### config.mk
export PLATFORM = sky130hd
export DESIGN_NAME = div_ctrl
export DESIGN_NICKNAME = d
export VERILOG_FILES = /design/src/rtl/div_ctrl.sv
export SDC_FILE = /design/constraint.sdc
export NUM_CORES = 1
export LEC_CHECK = 0
export ABC_AREA = 0
export CAP_MARGIN = 30
export CORE_ASPECT_RATIO = 0.8
export CORE_MARGIN = 5
export CORE_UTILIZATION = 41
export CTS_CLUSTER_DIAMETER = 60
export DETAILED_ROUTE_END_ITERATION = 16
export PLACE_DENSITY = 0.95
export SLEW_MARGIN = 20
export SYNTH_ARGS = -nofsm -noshare
export SYNTH_HDL_FRONTEND = slang
export SYNTH_SLANG_ARGS = --single-unit
### constraint.sdc
create_clock -name clk -period 3.4 [get_ports clk]
set_input_delay 0.34 -clock clk [delete_from_list [all_inputs] [get_ports clk]]
set_output_delay 0.34 -clock clk [all_outputs]
set_load 0.01 [all_outputs]
### src/rtl/div_ctrl.sv
// div_ctrl: EX-stage sequencer for the iterative 32-bit divider (start/annul/operand handshake, HI/LO write).
// Latency: request -> hilo_we_o = divider latency + 2 cycles; with DIV_ZERO_FAST_EN a divide-by-zero writes 1 cycle after the request.
// Backpressure: stall_o is high from the request cycle through BUSY; a flush aborts the divide and drains with annul.
// Optional feature macro: DIV_ZERO_FAST_EN (short-circuit divide-by-zero without starting the divider).
module div_ctrl #(
   parameter int DRAIN_CYCLES = 2
) (
   input  logic        clk,
   input  logic        rst,
   input  logic        div_req_i,
   input  logic        div_signed_i,
   input  logic [31:0] op1_i,
   input  logic [31:0] op2_i,
   input  logic        flush_i,
   output logic        div_start_o,
   output logic        div_annul_o,
   output logic        div_signed_o,
   output logic [31:0] div_op1_o,
   output logic [31:0] div_op2_o,
   input  logic [63:0] div_result_i,
   input  logic        div_ready_i,
   output logic        stall_o,
   output logic        hilo_we_o,
   output logic [31:0] hi_o,
   output logic [31:0] lo_o
);

   typedef enum logic [1:0] {
      S_IDLE  = 2'd0,
      S_BUSY  = 2'd1,
      S_DONE  = 2'd2,
      S_DRAIN = 2'd3
   } state_t;

   localparam int CW = $clog2(DRAIN_CYCLES + 1);

   state_t        r_state;
   logic [CW-1:0] r_drain_cnt;
   logic          w_accept;
   logic          w_zero_fast;

   // A request is only taken from IDLE and never in a flush cycle.
   assign w_accept = (r_state == S_IDLE) && div_req_i && !flush_i;

`ifdef DIV_ZERO_FAST_EN
   assign w_zero_fast = (op2_i == 32'd0);
`else
   assign w_zero_fast = 1'b0;
`endif

   // Stall is combinational so EX freezes in the very cycle the request is seen.
   always_comb begin
      stall_o = 1'b0;
      if (!rst) begin
         case (r_state)
            S_IDLE:  stall_o = w_accept;
            S_BUSY:  stall_o = !flush_i;   // a flush releases the pipeline immediately
            S_DRAIN: stall_o = div_req_i;  // a post-flush request waits out the drain
            default: stall_o = 1'b0;       // DONE lets EX advance with the write
         endcase
      end
   end

   // Sequencer: state, drain counter and all registered divider/HI-LO outputs.
   always_ff @(posedge clk) begin
      if (rst) begin
         r_state      <= S_IDLE;
         r_drain_cnt  <= '0;
         div_start_o  <= 1'b0;
         div_annul_o  <= 1'b0;
         div_signed_o <= 1'b0;
         div_op1_o    <= 32'd0;
         div_op2_o    <= 32'd0;
         hilo_we_o    <= 1'b0;
         hi_o         <= 32'd0;
         lo_o         <= 32'd0;
      end else begin
         hilo_we_o <= 1'b0;
         case (r_state)
            S_IDLE: begin
               if (w_accept) begin
                  div_op1_o    <= op1_i;
                  div_op2_o    <= op2_i;
                  div_signed_o <= div_signed_i;
                  if (w_zero_fast) begin
                     // Divider is never started; remainder is the dividend, quotient all ones.
                     hi_o      <= op1_i;
                     lo_o      <= 32'hFFFF_FFFF;
                     hilo_we_o <= 1'b1;
                     r_state   <= S_DONE;
                  end else begin
                     div_start_o <= 1'b1;
                     r_state     <= S_BUSY;
                  end
               end
            end
            S_BUSY: begin
               if (flush_i) begin
                  // Flush wins over a coincident ready: drop the result, annul the divider.
                  div_start_o <= 1'b0;
                  div_annul_o <= 1'b1;
                  r_drain_cnt <= CW'(DRAIN_CYCLES - 1);
                  r_state     <= S_DRAIN;
               end else if (div_ready_i) begin
                  hi_o        <= div_result_i[63:32];
                  lo_o        <= div_result_i[31:0];
                  hilo_we_o   <= 1'b1;
                  div_start_o <= 1'b0;
                  r_state     <= S_DONE;
               end
            end
            S_DONE: begin
               r_state <= S_IDLE;
            end
            S_DRAIN: begin
               if (r_drain_cnt == '0) begin
                  div_annul_o <= 1'b0;
                  r_state     <= S_IDLE;
               end else begin
                  r_drain_cnt <= r_drain_cnt - CW'(1);
               end
            end
            default: r_state <= S_IDLE;
         endcase
      end
   end

endmodule

## Yosys cells after proc, flatten, opt, wreduce, memory -nomap -nowiden

Cells that the tools add are included.

- Add/subtract/negate cells: 1
- Equality and inequality tests: 8
- Muxes and demuxes: 18
- Bitwise logic cells: 2
- Reduce and logical (&&, ||, !) cells: 14

Operators with widths:

| kind | number |
|---|---|
| 3-bit AND reduction | 5 |
| 2-bit two-way mux | 6 |
| 2-bit != test, second input constant | 4 |
| 2-bit case mux with 4 select lines | 1 |
| 1-bit two-way mux | 7 |
| 2-bit == test, second input constant | 2 |
| 2-bit zero test | 2 |
| 1-bit case mux with 2 select lines | 2 |
| 2-bit case mux with 2 select lines | 1 |
| 2-bit nonzero test | 2 |
| 3-bit != test, second input constant | 1 |
| 1-bit case mux with 3 select lines | 1 |
| 3-bit OR reduction | 1 |
| 2-bit by 1-bit == test with 1-bit output, second input constant | 1 |
| 1-bit logical AND | 2 |
| 1-bit inverter | 2 |
| 2-bit AND reduction | 1 |
| 2-bit by 1-bit subtractor with 2-bit output, second input constant | 1 |
| 1-bit zero test | 1 |

- Register bits: 136
- Bits of input ports: 134
- Output and inout bits: 133

## Logic depth before layout (Yosys ltp)

Gate-level depths: netlist of the first run.

- Depth after elaboration: 5
- Depth in mapped cells: 6
- Depth with buffers taken out: 5

## Least setup slack after synthesis of the first run

Ideal clock, no wire load.

- Path kind: register to output
- From: register r_state[0]
- To: output port stall_o
- Arrival: 1.206 ns
- Slack: 1.854 ns
- Stages on the path, launching flop included: 5
- Path buffers: 1
- Path through: dfxtp_1 > clkbuf_1 > nor2_1 > or3_1 > a21oi_1

- Cells in the longest elaborated chain, start to end: 5
- Elaborated cells on any way between the ends: 7

Ends and longest elaborated chain:

| item | line | text |
|---|---|---|
| start, declared | 37 | `state_t r_state;` |
| start signal, assigned | 67 | `r_state <= S_IDLE;` |
| start signal, assigned | 90 | `r_state <= S_DONE;` |
| start signal, assigned | 93 | `r_state <= S_BUSY;` |
| 2-bit zero test | 43, 55 |  |
| 1-bit logical AND (2 in a row) | 43 | `assign w_accept = (r_state == S_IDLE) && div_req_i && !flush_i;` |
| 1-bit case mux with 3 select lines (*) | 55 | `case (r_state)` |
| 1-bit two-way mux (*) | 54 | `if (!rst) begin` |
| end, declared | 22 | `output logic stall_o,` |

Mark *: on every way between the ends. The rest lies on a longest branch, timed or not.

## Worst setup path after layout of the first run

Ends and elaborated chain as after synthesis.

==> results.md, run 1 <==
* Num CTS Buffers at 17
* Pint at 3.17 mW
* Fin Setup TNS at 0 ns
* Hold buffers post-CTS at 0
* Switch share at 21.9%
* Clock-pin slew on the worst setup and hold paths at 0.06 ns
* RePlAce Congestion at 0.804
* Mean Syn Cell Area at 7.93 µm²
* Final Hold Vio Count at 0
* Status: completed
* Final core utilization at 71.0%
* Yosys top cell by area: dfxtp_1
* CTS Sinks at 136
* Overall Global Routing Usage at 21.5%
* Residual DRC at 0
* Setup WS pre-CTS at 0.836 ns
* Comb power frac at 11.5%
* Die Wd at 131 µm
* Critical path data arrival time at 2.21 ns
* WHS at 0.382 ns
* Total net switching power at 890 µW
* CP Max Fanout at 14
* Chip height at 107 µm
* Routed length per placed instance at 15.4 µm
* Post-route cell area at 8140 µm²
* WS Path Type: flip-flop to output pin
* Crit end category: output pin
* CTS H-tree depth at 4
* Io pins at 267
* Top cell type's share of synthesized area at 56.7%
* Initial antenna violation count at 0
* First-pass GRT wire length at 23.8 mm
* Core area at 11,500 µm²
* Clock share of power at 46.9%
* Number of core rows at 35
* FMAX at 392 MHz
* Final worst slack at 0.848 ns
* Static leakage at 2.85 nW
* Buffers on Ports at 266
* Pre-antenna DRT Iters at 4
* Worst-Skew Late Latency at 0.39 ns
* Antenna viol nets, final at 0
* Drt first-iter violations at 281
* Setup violators final at 0
* Syn Inst Count at 605
* Peak supply drop at 287 µV
* Required @ worst endpoint at 3.06 ns
* Die area at 14,000 µm²
* Top area cells in the synthesized netlist: dfxtp_1, nand2_1, a21oi_1
* Placed Area at 7510 µm²
* Worst min-delay path class: primary input to flip-flop
* Initial Util at 41.8%
* Sequential Power Share at 41.6%
* Clock Tree Buf Depth at 2
* Startpoint class of the critical path: flip-flop
* Fin nets at 986
* Global route total overflow at 0
* Pwr dens at 498 nW/µm²
* Net Count, Synth at 740
* # diodes at 0
* Post-cts resize count at 0
* Slew HR at 61.2%
* Largest net degree at the start of global routing at 99
* Layout cells sized above 1 at 4.87%
* Via density at 4.90
* Clk_skew at 0.00406 ns
* Area of the mapped netlist at 4800 µm²
* Detailed Route WL at 15.5 mm
* Maximum Capacitance Violations at 0
* RSZ-0062 raised after global routing: no
* Layout area overhead at 69.7%
* Yosys cell types at 26
* Post-CTS setup buffer count at 0
* Final period util at 75.1%
* CTS root buf: clkbuf_16
* DR vias at 4,948
* Dpl hpwl at 11.1 mm
* YS warnings at 0
* Worst Tran Pin Value at 0.582 ns
* FF+latch count, synth at 136
* Vias in the first global route at 4,851
* CTS tree: built
* Seq/Total Area, Yosys at 56.7%
* Slew Viols, Final at 0
* Fin crit period at 2.55 ns
-- path summary, 6_finish.rpt --
check,from,end,slack [ns],depth (start not counted)
max,r_state[0],stall_o,0.85,4
min,rst,div_annul_o,0.38,2
max reg2reg,r_state[1],div_op1_o[27],1.28,4
min reg2reg,lo_o[31],lo_o[31],0.45,2
-- cells in the mapped netlist --
master,count
clkbuf_1,21
or3_1,1
buf_1,4
a31oi_1,1
nand2b_1,2
buf_4,1
a2111oi_0,2
and4bb_2,1
ha_1,1
or4b_1,1
a2bb2oi_1,1
inv_1,4
a211oi_1,1
nand4bb_1,1
o21ai_0,3
nor3_1,1
a21oi_1,134
nor4b_2,1
buf_6,5
buf_2,15
a221oi_1,1
nand2_1,260
nor2_1,5
dfxtp_1,136
nor4bb_1,1
nand3_1,1
-- final cells by class --
class                   count  area, µm²
repair buffers            273       2750
flip-flops and latches    136       2720
multi-input cells         419       1850
clock inverters            12        178
well taps                 148        185
inverters                   4       15.0
fillers                   800       3330
clock buffers              18        439
-- cell families after synthesis --
kind of cell,after synthesis,synth area share [%]
adders and majority gates,1,0.261
AOI/OAI and AO/OA,143,15.3
buffers and inverters,50,5.16
and+or+nand+nor,275,22.5
DFF,136,56.7
-- per-stage QoR --
stage / std cells / power [mW]
after CTS: 1009 / 4.09
after floorplan: 605 / 1.88
final: 1010 / 4.06
after global placement: 979 / 2.17
after global routing: 1010 / 4.21
after detailed placement: 979 / 2.18
-- power by group through the flow --
stage	clock network (mW)	logic, mW	registers (mW)
after floorplan	0	0.143	1.74
after global placement	0	0.454	1.72
after detailed placement	0	0.462	1.72
after CTS	1.93	0.465	1.69
after global routing	2.01	0.502	1.69
final	1.90	0.465	1.69
-- flip-flops by register name, summed over array words and instances (netlist names) --
name / cells
r_state: 2
div_op1_o: 32
div_op2_o: 32
div_annul_o: 1
lo_o: 32
r_drain_cnt: 2
div_start_o: 1
hilo_we_o: 1
hi_o: 32
div_signed_o: 1
-- layer usage --
metal | share of wire (%) | global-route usage, %
met5 | 0 | 0
met2 | 50 | 37.7
met3 | 10 | 8.91
met1 | 38 | 23.2
met4 | 1.6 | 6.98
-- worst max-delay path, cell delays in order, from the launching register on --
cell and delay (ns):
dfxtp_1 0.66, nor2_1 0.09, or3_1 0.31, a21oi_1 0.17, clkdlybuf4s50_1 0.58
-- cells in the final DEF, fill, tap and decap left out, drive strengths merged --
master | Yosys | routed
nor4b | 1 | 1
a221oi | 1 | 1
and4bb | 1 | 1
clkinvlp | 0 | 1
clkinv | 0 | 7
nor3 | 1 | 1
nand3 | 1 | 1
buf | 25 | 8
inv | 4 | 4
bufinv | 0 | 4
ha | 1 | 1
nand2b | 2 | 2
a31oi | 1 | 1
a2bb2oi | 1 | 1
or4b | 1 | 1
nor4bb | 1 | 1
nor2 | 5 | 5
nand2 | 260 | 260
clkdlybuf4s50 | 0 | 265
nand4bb | 1 | 1
dfxtp | 136 | 136
a2111oi | 2 | 2
o21ai | 3 | 3
a211oi | 1 | 1
or3 | 1 | 1
a21oi | 134 | 134
clkbuf | 21 | 18
(Power assumes the default switching activity.)
==> run 2: changes to the inputs <==
Settings changed: CORE_UTILIZATION 41 to 38, PLACE_DENSITY 0.95 to 0.89.
Clock period 3.4 ns to 2.5 ns, I/O delays scaled along.
==> run 2 against run 1 <==
Register-to-register slack worse by 0.61 ns. Hold slack lost 0.014 ns. First-iteration DRC count down 25%. Routed wire length down 0.56%. Largest power group unchanged. Critical path depth did not move. Critical path type unchanged. Clock power increased by 25%. Highest routed layer unchanged. Final cell count is 2.9% higher. Clock-buffer cell count up 2. Clock skew increased by 0.0035 ns.
==> results.md, run 2 (same netlist as run 1, synthesis figures left out) <==
* Antenna viol nets, final at 0 (unchanged)
* Critical path data arrival time at 1.99 ns (was 2.21 ns)
* Number of core rows at 36 (was 35)
* Placed Cells at 1,007 (was 979)
* Worst Tran Pin Value at 0.609 ns (was 0.582 ns)
* WHS at 0.368 ns (was 0.382 ns)
* Clock Tree Buf Depth at 2 (unchanged)
* Worst-path cell chain: nor2_1 > or3_1 > a21oi_1 > clkdlybuf4s50_1 (unchanged)
* DR vias at 4,849 (was 4,948)
* Fin nets at 990 (was 986)
* Switch share at 24.0% (was 21.9%)
* Sequential Power Share at 43.1% (was 41.6%)
* Layout area overhead at 69.8% (was 69.7%)
* Crit end category: output pin (unchanged)
* Die Wd at 136 µm (was 131 µm)
* Core area at 12,300 µm² (was 11,500 µm²)
* Routed length per placed instance at 14.9 µm (was 15.4 µm)
* Routing usage on met1 at 21.9% (was 23.2%)
* Crit-path slowest cell: clkdlybuf4s50_1 (was dfxtp_1)
* CTS Sinks at 136 (unchanged)
* Fin crit period at 2.24 ns
* Worst-Skew Late Latency at 0.40 ns (was 0.39 ns)
* Required @ worst endpoint at 2.25 ns (was 3.06 ns)
* Residual DRC at 0 (unchanged)
* Layout cells sized above 1 at 5.30% (was 4.87%)
* Dpl hpwl at 11.3 mm (was 11.1 mm)
* CTS tree: built (unchanged)
* Via density at 4.67 (was 4.90)
* Static leakage at 2.83 nW (was 2.85 nW)
* # diodes at 0 (unchanged)
* Num CTS Buffers at 17 (unchanged)
* Top Usage Layer GRT: met2 (unchanged)
* Total net switching power at 1.27 mW (was 890 µW)
* Post-CTS setup buffer count at 0 (unchanged)
* Pre-antenna DRT Iters at 4 (unchanged)
* Final core utilization at 66.3% (was 71.0%)
* Peak supply drop at 538 µV (was 287 µV)
* Max incr delay on CP at 0.56 ns (was 0.66 ns)
* RSZ-0062 raised after global routing: no (unchanged)
* Worst Path Buf+Inv at 1 (unchanged)
* Post-cts resize count at 0 (unchanged)
* Status: completed (unchanged)
* Die area at 15,000 µm² (was 14,000 µm²)
* Slew HR at 59.4% (was 61.2%)
* Fillers at 1,006 (was 800)
* CTS root buf: clkbuf_16 (unchanged)
* Slew Viols, Final at 0 (unchanged)
* Chip height at 111 µm (was 107 µm)
* Buffers on Ports at 266 (unchanged)
* Setup violators final at 0 (unchanged)
* FMAX at 447 MHz
* Commonest non-fill, non-tap cell in the layout: clkdlybuf4s50_1 (unchanged)
* Final Hold Vio Count at 0 (unchanged)
* Most frequent cells in the layout: clkdlybuf4s50_1, nand2_1, dfxtp_1 (unchanged)
* Initial Util at 39.0% (was 41.8%)
* Pint at 4.03 mW (was 3.17 mW)
* Overall Global Routing Usage at 19.9% (was 21.5%)
* First-pass GRT wire length at 24.2 mm (was 23.8 mm)
* Detailed Route WL at 15.4 mm (was 15.5 mm)
* Clock share of power at 44.8% (was 46.9%)
* CP Max Fanout at 7 (was 14)
* Maximum Capacitance Violations at 0 (unchanged)
* Final period util at 89.5%
* Io pins at 267 (unchanged)
* Clk_skew at 0.00758 ns (was 0.00406 ns)
* Clock-pin slew on the worst setup and hold paths at 0.06 ns (about the same)
* Drt first-iter violations at 210 (was 281)
* Comb power frac at 12.1% (was 11.5%)
* Initial antenna violation count at 0 (unchanged)
* Global route total overflow at 0 (unchanged)
* Startpoint class of the critical path: flip-flop (unchanged)
* Met3 Use GR at 8.82% (was 8.91%)
* Hold buffers post-CTS at 0 (unchanged)
* Vias in the first global route at 4,758 (was 4,851)
* CP delay by family, top: buffers and inverters (was flip-flops)
* Grt met2 use at 34.4% (was 37.7%)
* Pwr dens at 651 nW/µm² (was 498 nW/µm²)
* Post-Layout Cell Count at 1,039 (was 1,010)
* RePlAce Congestion at 0.793 (was 0.804)
* Largest net degree at the start of global routing at 63 (was 99)
* CTS H-tree depth at 4 (unchanged)
* Fin Setup TNS at 0 ns (unchanged)
* Worst min-delay path class: primary input to flip-flop (unchanged)
* WS Path Type: flip-flop to output pin (unchanged)
[run 2: cell count changes in the layout (fill, tap and decap cells not counted)]
cell        previous run  this run
bufinv_16              4         1
clkinvlp_4             1         6
inv_6                  0         4
clkinv_4               4         1
clkbuf_1               0         2
clkinv_2               3         0
buf_4                  5         9
[run 2: worst paths after layout]
| kind | slack (ns) | depth (start not counted) | end | from |
|---|---|---|---|---|
| max | 0.26 | 4 | stall_o | r_state[0] |
| min | 0.37 | 2 | lo_o[23] | rst |
| max reg2reg | 0.67 | 4 | div_op1_o[20] | r_state[1] |
| min reg2reg | 0.45 | 2 | hi_o[29] | hi_o[29] |
[run 2: power groups by stage]
stage          sequential (mW)  combinational [mW]  clock (mW)
6_report                  2.29               0.640        2.38
3_3_place_gp              2.33               0.633           0
5_1_grt                   2.30               0.692        2.53
3_5_place_dp              2.34               0.642           0
2_1_floorplan             2.37               0.195           0
4_1_cts                   2.29               0.646        2.42
[run 2: layout make-up]
class | instances | area, µm² | share of cell area, %
Clock inverter | 12 | 119 | 1.46
Clock buffer | 20 | 447 | 5.48
Tap cell | 171 | 214 | 2.62
Timing Repair Buffer | 277 | 2780 | 34.1
Multi-Input combinational cell | 419 | 1850 | 22.7
Sequential cell | 136 | 2720 | 33.4
Inverter | 4 | 15.0 | 0.184
[run 2: worst register-to-register path, stage by stage, from the launching register on]
cell	delay [ns]
dfxtp_1	0.37
or4b_2	0.86
buf_12	0.26
nand2_1	0.13
a21oi_1	0.07
[run 2: layer usage]
metal  part of all wire, %  wire length (µm)
met2                    49              7520
met3                   9.8              1520
met5                     0                 0
met1                    39              6090
met4                   2.0               306
[run 2: per-stage QoR]
step,power (mW),cell area [µm²],setup WS (ns)
2_1_floorplan,2.56,4800,1.04
3_3_place_gp,2.96,7590,0.334
3_5_place_dp,2.98,7590,0.275
4_1_cts,5.36,8150,0.225
5_1_grt,5.51,8150,0.147
6_report,5.31,8150,0.263
==> run 3: changes to the inputs <==
Settings changed: CTS_BUF_LIST set to sky130_fd_sc_hd__clkbuf_16, CTS_CLUSTER_DIAMETER 60 to 40, PLACE_DENSITY 0.89 to 0.79.
==> run 3 against run 2 <==
Routed wire length fell by 2.6%. Sequential share of layout area fell by 0.087 points. Highest routed layer unchanged. Final cell count fell by 0.38%. Fmax fell by 0.53%.
==> results.md, run 3 (same netlist as run 1, synthesis figures left out) <==
* Largest net degree at the start of global routing at 82 (was 63)
* Dpl hpwl at 10.5 mm (was 11.3 mm)
* Antenna viol nets, final at 0 (unchanged)
* Worst-Skew Late Latency at 0.40 ns (about the same)
* Clk_skew at 0.00716 ns (was 0.00758 ns)
* Hold endpoint: lo_o[4] (was lo_o[23])
* WS Path Type: flip-flop to output pin (unchanged)
* Global route total overflow at 0 (unchanged)
* Residual DRC at 0 (unchanged)
* Slew Viols, Final at 0 (unchanged)
* Drt first-iter violations at 259 (was 210)
* Vias in the first global route at 4,452 (was 4,758)
* Met3 Use GR at 8.18% (was 8.82%)
* Hold path cells at 3 (was 2)
* Layout area overhead at 70.3% (was 69.8%)
* Top Usage Layer GRT: met2 (unchanged)
* Area occupied by multi-input gates at 1840 µm² (was 1850 µm²)
* Fin nets at 987 (was 990)
* CTS Sinks at 136 (unchanged)
* Post-Layout Cell Count at 1,035 (was 1,039)
* Worst Tran Pin Value at 0.881 ns (was 0.609 ns)
* Buffers on Ports at 266 (unchanged)
* Maximum Capacitance Violations at 0 (unchanged)
* Number of core rows at 36 (unchanged)
* Peak supply drop at 404 µV (was 538 µV)
* Commonest non-fill, non-tap cell in the layout: clkdlybuf4s50_1 (unchanged)
* Setup violators final at 0 (unchanged)
* Io pins at 267 (unchanged)
* Detailed Route WL at 15.0 mm (was 15.4 mm)
* Overall Global Routing Usage at 18.8% (was 19.9%)
* FMAX at 445 MHz (was 447 MHz)
* Worst min-delay path class: primary input to flip-flop (unchanged)
* Slew HR at 41.3% (was 59.4%)
* Reg area at 2720 µm² (unchanged)
* Status: completed (unchanged)
* RePlAce Congestion at 0.735 (was 0.793)
* Startpoint class of the critical path: flip-flop (unchanged)
* Fin Setup TNS at 0 ns (unchanged)
* Reg2reg setup slack at 0.67 ns (about the same)
* CTS H-tree depth at 4 (unchanged)
* Post-cts resize count at 0 (unchanged)
* Chip height at 111 µm (unchanged)
* Placed Cells at 1,004 (was 1,007)
* Routed length per placed instance at 14.5 µm (was 14.9 µm)
* Pre-antenna DRT Iters at 4 (unchanged)
* First-pass GRT wire length at 23.0 mm (was 24.2 mm)
* Routing usage on met1 at 21.9% (about the same)
* Fin crit period at 2.25 ns (was 2.24 ns)
* Clock Tree Buf Depth at 2 (unchanged)
* Grt met2 use at 31.8% (was 34.4%)
* Clock-pin slew on the worst setup and hold paths at 0.06 ns (about the same)
* CP Max Fanout at 16 (was 7)
* Die Wd at 136 µm (unchanged)
* Pwr dens at 671 nW/µm² (was 651 nW/µm²)
* Post-CTS setup buffer count at 0 (unchanged)
* Final Hold Vio Count at 0 (unchanged)
* CTS tree: built (unchanged)
* Static leakage at 2.85 nW (was 2.83 nW)
* Hold buffers post-CTS at 0 (unchanged)
* RR Endpoint: div_op1_o[19] (was div_op1_o[20])
* # diodes at 0 (unchanged)
* Fillers at 1,079 (was 1,006)
* Hold Startpoint: div_result_i[4] (was rst)
* Crit end category: output pin (unchanged)
* Reg-to-Reg Start: r_state[1] (unchanged)
* Via density at 4.65 (was 4.67)
* DR vias at 4,810 (was 4,849)
* Required @ worst endpoint at 2.25 ns (about the same)
* Final period util at 90.0% (was 89.5%)
* Layout cells sized above 1 at 4.86% (was 5.30%)
* Initial Util at 39.0% (unchanged)
* Cells on worst reg2reg path at 4 (unchanged)
* Critical path data arrival time at 2.00 ns (was 1.99 ns)
* Num CTS Buffers at 17 (unchanged)
* Core area at 12,300 µm² (unchanged)
* Initial antenna violation count at 0 (unchanged)
* CTS root buf: clkbuf_16 (unchanged)
* RSZ-0062 raised after global routing: no (unchanged)
* Die area at 15,000 µm² (unchanged)
* Most frequent cells in the layout: clkdlybuf4s50_1, nand2_1, dfxtp_1 (unchanged)
-- run 3: critical path, cell delays in order, from the launching register on --
cell	delay, ns
dfxtp_1	0.46
or3_1	0.44
a21oi_1	0.13
clkdlybuf4s50_1	0.57
-- run 3: final cells by class --
class                      instances  share of cell area (%)
clock buffer                      17                    5.21
inverter                           4                   0.184
multi-input combinational        419                    22.6
clock inverter                    14                    2.24
tap                              171                    2.62
sequential                       136                    33.3
timing repair buffer             274                    33.9
-- run 3: report_power, final --
part	internal [mW]	switching [mW]	leakage, nW
clock	1.65	0.907	0.290
sequential	2.25	0.0404	1.10
combinational	0.377	0.260	1.45
-- run 3: per-layer routing --
metal  vias up  part of all wire, %
li1       2448                    -
met1      2187                   42
met2       165                   47
met3        10                   10
met4         0                 0.76
met5         -                    0
-- run 3: worst max-delay path by stage --
stage                    start           end  slack [ns]  depth (start not counted)
floorplan           r_state[0]       stall_o        1.04                          4
global placement     div_req_i       stall_o        0.34                          5
detailed placement     flush_i  div_op1_o[5]        0.34                          6
CTS                 r_state[1]       stall_o        0.22                          3
global route        r_state[1]       stall_o        0.08                          3
finish              r_state[1]       stall_o        0.25                          3
-- run 3: per-stage QoR --
stage / cell area (µm²) / utilization, % / total power, mW / hold slack [ns] / setup WS [ns]
after floorplan: 4800 / - / 2.56 / 0.386 / 1.04
after global placement: 7560 / 61.5 / 2.97 / 0.440 / 0.338
after detailed placement: 7560 / 61.5 / 2.97 / 0.446 / 0.335
after CTS: 8170 / 66.5 / 5.55 / 0.378 / 0.223
after global routing: 8170 / 66.5 / 5.70 / 0.378 / 0.0829
final: 8170 / 66.5 / 5.48 / 0.395 / 0.251
